File: config.mk
export PLATFORM = sky130hd
export DESIGN_NAME = free_list_multiport
export DESIGN_NICKNAME = d
export VERILOG_FILES = /design/src/rtl/free_list_multiport_pkg.sv /design/src/rtl/free_list_multiport_lane_compactor.sv /design/src/rtl/free_list_multiport.sv
export SDC_FILE = /design/constraint.sdc
export NUM_CORES = 1
export LEC_CHECK = 0
export BUFFER_PORTS_ARGS = -buffer_cell sky130_fd_sc_hd__buf_2
export CORE_ASPECT_RATIO = 0.75
export CORE_MARGIN = 1
export CORE_UTILIZATION = 56
export CTS_BUF_LIST = sky130_fd_sc_hd__clkbuf_4 sky130_fd_sc_hd__clkbuf_8 sky130_fd_sc_hd__clkbuf_16
export DETAILED_ROUTE_END_ITERATION = 8
export HOLD_SLACK_MARGIN = 0.02
export PLACE_DENSITY = 0.73
export SLEW_MARGIN = 10
export SYNTH_ARGS = -nofsm -noshare
export SYNTH_HDL_FRONTEND = slang
export SYNTH_SLANG_ARGS = --single-unit
File: constraint.sdc
create_clock -name clock -period 5.9 [get_ports clock]
set_clock_uncertainty 0.1 [all_clocks]
set_input_delay 1.18 -clock clock [delete_from_list [all_inputs] [get_ports clock]]
set_output_delay 1.18 -clock clock [all_outputs]
set_load 0.01 [all_outputs]
File: src/rtl/free_list_multiport_pkg.sv
// Shared constants and types for the rename-stage physical register free list.
// Default configuration: 32 arch regs, 64 pregs, 32-entry list, 4 lanes.
package free_list_multiport_pkg;

  localparam int NUM_ARCH_REGS = 32;
  localparam int NUM_PHYS_REGS = 64;
  localparam int FL_DEPTH      = NUM_PHYS_REGS - NUM_ARCH_REGS;
  localparam int ALLOC_WIDTH   = 4;
  localparam int FREE_WIDTH    = 4;
  localparam int PREG_W        = $clog2(NUM_PHYS_REGS);
  localparam int FL_PTR_W      = $clog2(FL_DEPTH) + 1;

  // Physical register index.
  typedef logic [PREG_W-1:0] preg_t;

  // List pointer: index bits plus one wrap bit.
  typedef logic [FL_PTR_W-1:0] fl_ptr_t;

endpackage

File: src/rtl/free_list_multiport_lane_compactor.sv
// Lane compactor: exclusive prefix popcount per lane plus total popcount.
// Ports: valid (lane mask) -> prefix (set lanes below i), total (popcount).
module lane_compactor #(
  parameter int WIDTH = 4,
  parameter int CNT_W = $clog2(WIDTH + 1)
) (
  input  logic [WIDTH-1:0]            valid,
  output logic [WIDTH-1:0][CNT_W-1:0] prefix,
  output logic [CNT_W-1:0]            total
);
  import free_list_multiport_pkg::*;

  logic [CNT_W-1:0] acc;

  always_comb begin
    acc    = '0;
    prefix = '0;
    for (int i = 0; i < WIDTH; i++) begin
      prefix[i] = acc;
      acc       = acc + CNT_W'(valid[i]);
    end
    total = acc;
  end

endmodule

File: src/rtl/free_list_multiport.sv
// Multi-port physical register free list with speculative and committed heads.
// Ports: clock/reset (sync, active-high); alloc_valid/alloc_ready/alloc_preg
// allocate lanes; free_valid/free_preg return lanes; commit_valid retires
// allocations; flush restores spec head; free_count is registered occupancy.
module free_list_multiport #(
  parameter int NUM_ARCH_REGS =
    free_list_multiport_pkg::NUM_ARCH_REGS,
  parameter int NUM_PHYS_REGS =
    free_list_multiport_pkg::NUM_PHYS_REGS,
  parameter int ALLOC_WIDTH =
    free_list_multiport_pkg::ALLOC_WIDTH,
  parameter int FREE_WIDTH =
    free_list_multiport_pkg::FREE_WIDTH,
  parameter int PREG_W = $clog2(NUM_PHYS_REGS)
) (
  input  logic                          clock,
  input  logic                          reset,
  input  logic [ALLOC_WIDTH-1:0]        alloc_valid,
  output logic                          alloc_ready,
  output logic [ALLOC_WIDTH*PREG_W-1:0] alloc_preg,
  input  logic [FREE_WIDTH-1:0]         free_valid,
  input  logic [FREE_WIDTH*PREG_W-1:0]  free_preg,
  input  logic [FREE_WIDTH-1:0]         commit_valid,
  input  logic                          flush,
  output logic [$clog2(NUM_PHYS_REGS-NUM_ARCH_REGS):0] free_count
);
  import free_list_multiport_pkg::*;

  localparam int DEPTH = NUM_PHYS_REGS - NUM_ARCH_REGS;
  localparam int IDX_W = $clog2(DEPTH);
  localparam int PTR_W = IDX_W + 1;
  localparam int A_CW  = $clog2(ALLOC_WIDTH + 1);
  localparam int F_CW  = $clog2(FREE_WIDTH + 1);

  typedef logic [PTR_W-1:0]  ptr_t;
  typedef logic [PREG_W-1:0] phys_t;

  localparam ptr_t ALLOC_N = ptr_t'(ALLOC_WIDTH);
  localparam ptr_t FULL    = ptr_t'(DEPTH);

  phys_t entries [DEPTH];
  ptr_t  spec_head;
  ptr_t  commit_head;
  ptr_t  tail;

  ptr_t  count;
  ptr_t  spec_next;
  ptr_t  commit_next;
  ptr_t  tail_next;
  logic  do_alloc;

  logic [ALLOC_WIDTH-1:0][A_CW-1:0] a_pre;
  logic [A_CW-1:0]                  a_tot;
  logic [FREE_WIDTH-1:0][F_CW-1:0]  f_pre;
  logic [F_CW-1:0]                  f_tot;
  logic [FREE_WIDTH-1:0][F_CW-1:0]  c_pre;
  logic [F_CW-1:0]                  c_tot;

  lane_compactor #(.WIDTH(ALLOC_WIDTH)) u_alloc_cmp (
    .valid  (alloc_valid),
    .prefix (a_pre),
    .total  (a_tot)
  );

  lane_compactor #(.WIDTH(FREE_WIDTH)) u_free_cmp (
    .valid  (free_valid),
    .prefix (f_pre),
    .total  (f_tot)
  );

  lane_compactor #(.WIDTH(FREE_WIDTH)) u_commit_cmp (
    .valid  (commit_valid),
    .prefix (c_pre),
    .total  (c_tot)
  );

  // Occupancy from registered pointers only; same-cycle frees never
  // raise alloc_ready.
  assign count       = tail - spec_head;
  assign alloc_ready = (count >= ALLOC_N);
  assign do_alloc    = (|alloc_valid) & alloc_ready & ~flush;

  // Valid lanes read consecutive slots starting at spec_head.
  always_comb begin
    alloc_preg = '0;
    for (int i = 0; i < ALLOC_WIDTH; i++) begin
      alloc_preg[i*PREG_W +: PREG_W] =
        entries[IDX_W'(spec_head + ptr_t'(a_pre[i]))];
    end
  end

  // Flush rewinds to the committed head, including this cycle's commits.
  always_comb begin
    spec_next = spec_head;
    if (flush) begin
      spec_next = commit_head + ptr_t'(c_tot);
    end else if (do_alloc) begin
      spec_next = spec_head + ptr_t'(a_tot);
    end
  end

  assign commit_next = commit_head + ptr_t'(c_tot);
  assign tail_next   = tail + ptr_t'(f_tot);

  always_ff @(posedge clock) begin
    if (reset) begin
      spec_head   <= '0;
      commit_head <= '0;
      tail        <= FULL;
      free_count  <= FULL;
      for (int k = 0; k < DEPTH; k++) begin
        entries[k] <= phys_t'(NUM_ARCH_REGS + k);
      end
    end else begin
      spec_head   <= spec_next;
      commit_head <= commit_next;
      tail        <= tail_next;
      free_count  <= tail_next - spec_next;
      for (int j = 0; j < FREE_WIDTH; j++) begin
        if (free_valid[j]) begin
          entries[IDX_W'(tail + ptr_t'(f_pre[j]))] <=
            free_preg[j*PREG_W +: PREG_W];
        end
      end
    end
  end

  // Protocol checks for the surrounding pipeline; not handled in logic.
  always_ff @(posedge clock) begin
    if (!reset) begin
      assert (int'(count) + int'(f_tot) <= DEPTH)
        else $error("free list overflow: count=%0d frees=%0d",
                    count, f_tot);
      assert (int'(c_pre[FREE_WIDTH-1]) +
              int'(commit_valid[FREE_WIDTH-1]) <=
              int'(ptr_t'(spec_head - commit_head)))
        else $error("commit head passes spec head");
      for (int j = 0; j < FREE_WIDTH; j++) begin
        assert (!(free_valid[j] &&
                  free_preg[j*PREG_W +: PREG_W] == '0))
          else $error("preg 0 freed on lane %0d", j);
      end
    end
  end

endmodule

==> impl.org <==
** Run status
- The run finished, with violations left.
- Violated checks :: DRC

** Timing
- The number of hold violations in the final report was 0.
- Min cycle time layout :: approximately 5600 ps
- Upper clock frequency limit :: ~180 MHz
- Share of the cycle needed by the critical path after routing :: 95.1%
- Setup violations remaining at the end of the flow were counted as 0.
- After routing, the total negative slack on setup checks comes to 0 ps.
- RSZ-0062 raised after global routing :: false
- Final-report max-slew violation count :: 0
- Slew @ Worst Pin :: between 1000 and 1500 ps
- Across all hold checks on the routed design, the worst slack comes to roughly 450 ps.
- Slew HR :: approximately 26%

** Global routing
- Largest net degree at the start of global routing :: 49
- Initial antenna violation count :: 10
- The via count of the first global-routing pass was ~19k.
- Global-route usage over all layers :: roughly half
- Global-route wire length before repair :: ~140 mm
- Total congestion overflow after global routing :: 0

** CTS
- H-tree level count :: 1
- Hold repair after CTS inserted 0 buffers.
- TritonCTS created 24 clock buffers.
- Clock tree from TritonCTS :: built
- The later pin in the worst-skew pair is clocked with a latency of a little under 600 ps.
- Post-CTS repair changed the size of 0 cells.
- Cell at the root of the clock tree :: clkbuf_16
- The tree built by TritonCTS fans out to approximately 220 sinks.
- Once the clock tree was built, the setup fixing pass inserted 0 buffers.
- In this run the deepest clock path goes through 3 buffers.
- Clock-pin slew was measured on the worst setup and hold paths at around 70 ps.

** Floorplan
- The initial utilization of the core area, before any placement, comes to 57.5%.
- The core region is 0.0376 sq mm.
- From bottom edge to top edge, the die measures between 150 and 200 um.
- In this run the count of I/O pins placed on the die edge is 70.
- From left edge to right edge, the die measures between 200 and 250 um.
- Floorplan row count :: slightly above 60
- Total Die Area :: just under 0.04 sq mm

** Critical path
- At the worst endpoint, the required time is around 4600 ps.
- Arrival time at the worst endpoint :: roughly 4300 ps
- Together, buffers and inverters on the worst path number 4.
- Worst path depth :: 10
- Longest individual stage delay on the worst path :: between 600 and 700 ps
- Highest fanout seen on the critical path :: 32
- Start-to-end type of the worst setup path :: in -> out
- Cell count of the worst reg-to-reg path :: 12
- Among cell families on the critical path, the largest total delay comes from adder cells.
- The critical path goes through buf_2, fa_1, ha_4, inv_1, fa_2, buf_12, mux4_2, mux4_2, mux2_2, buf_2.
- Slowest-stage cell, CP :: fa_2
- Worst setup SP type :: input pin
- Worst setup EP type :: output port

** Pwr
- For this design the static power due to leakage is between 7 and 8 nW.
- Power per cell area :: about 370 mW/mm^2
- IR analysis of the VDD net gives a maximum drop of roughly 0.00028 V.

** Yosys
- The synthesized netlist contains between 60 and 70 unique library cells.
- Post-Syn Area :: 0.0216 sq mm
- Gate Count Post-Synth :: about 2.2k
- Synthesized netlist net count :: ~2.3k
- Sequential elements use just under 30% of the synthesized area.
- Counting flops with a built-in enable in the synthesized netlist gives around 190.
- Count of warnings emitted by yosys :: 0
- In this run the mean area of a mapped cell was slightly below 10 sq um.
- The most used flip-flop cell after synthesis is edfxtp_1.
- Of all flip-flops after synthesis, the portion carrying an async set or reset was 0%.
- Number of synthesized register bits :: 216

** Drt
- Vias after detailed routing :: 21.5k
- Remaining design rule violation count :: 5
- In this run, the number of DRC markers left after iteration 0 of detailed routing was between 4k and 5k.
- Dividing the detail-routed via count by the number of cells gives between 7 and 8.
- The first detailed-routing pass took 9 iterations.
- Number of routed nets with antenna violations :: 0
- Routed Wire Length :: between 100 and 150 mm
- In the final routed layout, each cell accounts on average for between 30 and 40 um.

** Cells and area
- Fraction of final layout cells sized beyond drive strength 1 :: a little over a fifth
- Final Net Count :: 2275
- Combined flip-flop and latch cell area :: 0.00625 sq mm
- Compared with the post-synthesis result, the final layout area differs by 7.71%.
- Multi-input gate area :: 0.0143 sq mm
- After routing the design area is 0.0233 sq mm.
- Commonest cells after routing, fill and taps aside :: nor2_1, nand2_1, mux4_2
- The layout has 3114 filler cells.
- Core Util, Final :: between 60% and 70%
- Leaving out fill and tap cells, the most frequent cell in the layout is nor2_1.

** Place
- Instance area at placement :: between 0.02 and 0.025 sq mm
- # port buffers :: between 60 and 70
- Summed over all nets, the half-perimeter wirelength after detailed placement is 71.6 mm.
- Routability-driven placement finished with a final weighted congestion of around 1.1.

** Flow run
- Max-cap violations in this run came to 0.

** Worst hold path
- In this run the worst hold path is classified as reg -> reg.
- The worst hold path passes through 2 cells.
==> flip-flops by register name, summed over array words and instances, names as in the netlist <==
register	cells
tail	6
spec_head	6
free_count	6
entries	192
commit_head	6
==> cells by family after synthesis <==
kind of cell,Yosys count,share of synthesized area (%)
AOI/OAI and AO/OA,539,16.8
xor gates and xnor gates,34,1.38
adders and majority gates,58,3.85
buffers and inverters,263,5.01
DFF,216,28.9
muxes,264,26.2
and+or+nand+nor,845,17.8
==> synthesized netlist by cell type (43+ instances only) <==
library cell,instances,area (sq um)
nor2_1,318,1190
nand2_1,282,1060
o21ai_0,101,505
buf_2,43,215
mux4_2,240,5410
ha_1,44,551
nand3b_1,71,533
a31oi_1,103,644
a311oi_1,52,455
o211ai_1,86,646
o22ai_1,76,475
clkbuf_1,151,567
edfxtp_1,192,5770
==> per-stage QoR <==
stage / std cells / total power, W / setup slack, ps
global route: 2704 / 0.00886 / 215
global placement: 2656 / 0.00684 / 319
detailed placement: 2656 / 0.00690 / 299
CTS: 2700 / 0.00844 / 294
floorplan: 2219 / 0.00539 / 379
finish: 2704 / 0.00863 / 291
==> worst min-delay path, cell delays in order (launching register included) <==
cell and delay [ps]:
dfxtp_1 330, xnor2_1 100, nor2_1 80
==> where the power goes <==
part	switching [W]	internal [W]
clock	0.000707	0.000854
sequential	0.000359	0.00188
combinational	0.00261	0.00221
==> path summary, 6_finish.rpt <==
path / start / end / slack [ps]
hold / removal: commit_head[5] / commit_head[5] / 450
hold reg to reg: commit_head[5] / commit_head[5] / 450
setup / recovery: alloc_valid[0] / alloc_preg[21] / 290
setup reg to reg: tail[2] / free_count[5] / 1300
==> final cells by class <==
| type | instances | share of cell area (%) |
|---|---|---|
| Timing Repair Buffer | 150 | 4.53 |
| Multi-Input combinational cell | 1740 | 61.7 |
| Clock buffer | 25 | 2.61 |
| Antenna cell | 4 | 0.0430 |
| Clock inverter | 19 | 0.839 |
| Tap cell | 504 | 2.71 |
| Inverter | 46 | 0.742 |
| Sequential cell | 216 | 26.9 |
==> layer usage <==
metal	routed length (um)	share of wire (%)	track usage, %	up-vias
met1	35800	36	66.1	10200
li1	-	-	-	8617
met2	37000	37	65.4	2281
met5	335	0.33	7.50	-
met4	5400	5.4	19.9	10
met3	22100	22	33.0	444
No activity file was read; power rests on OpenSTA's default activity.
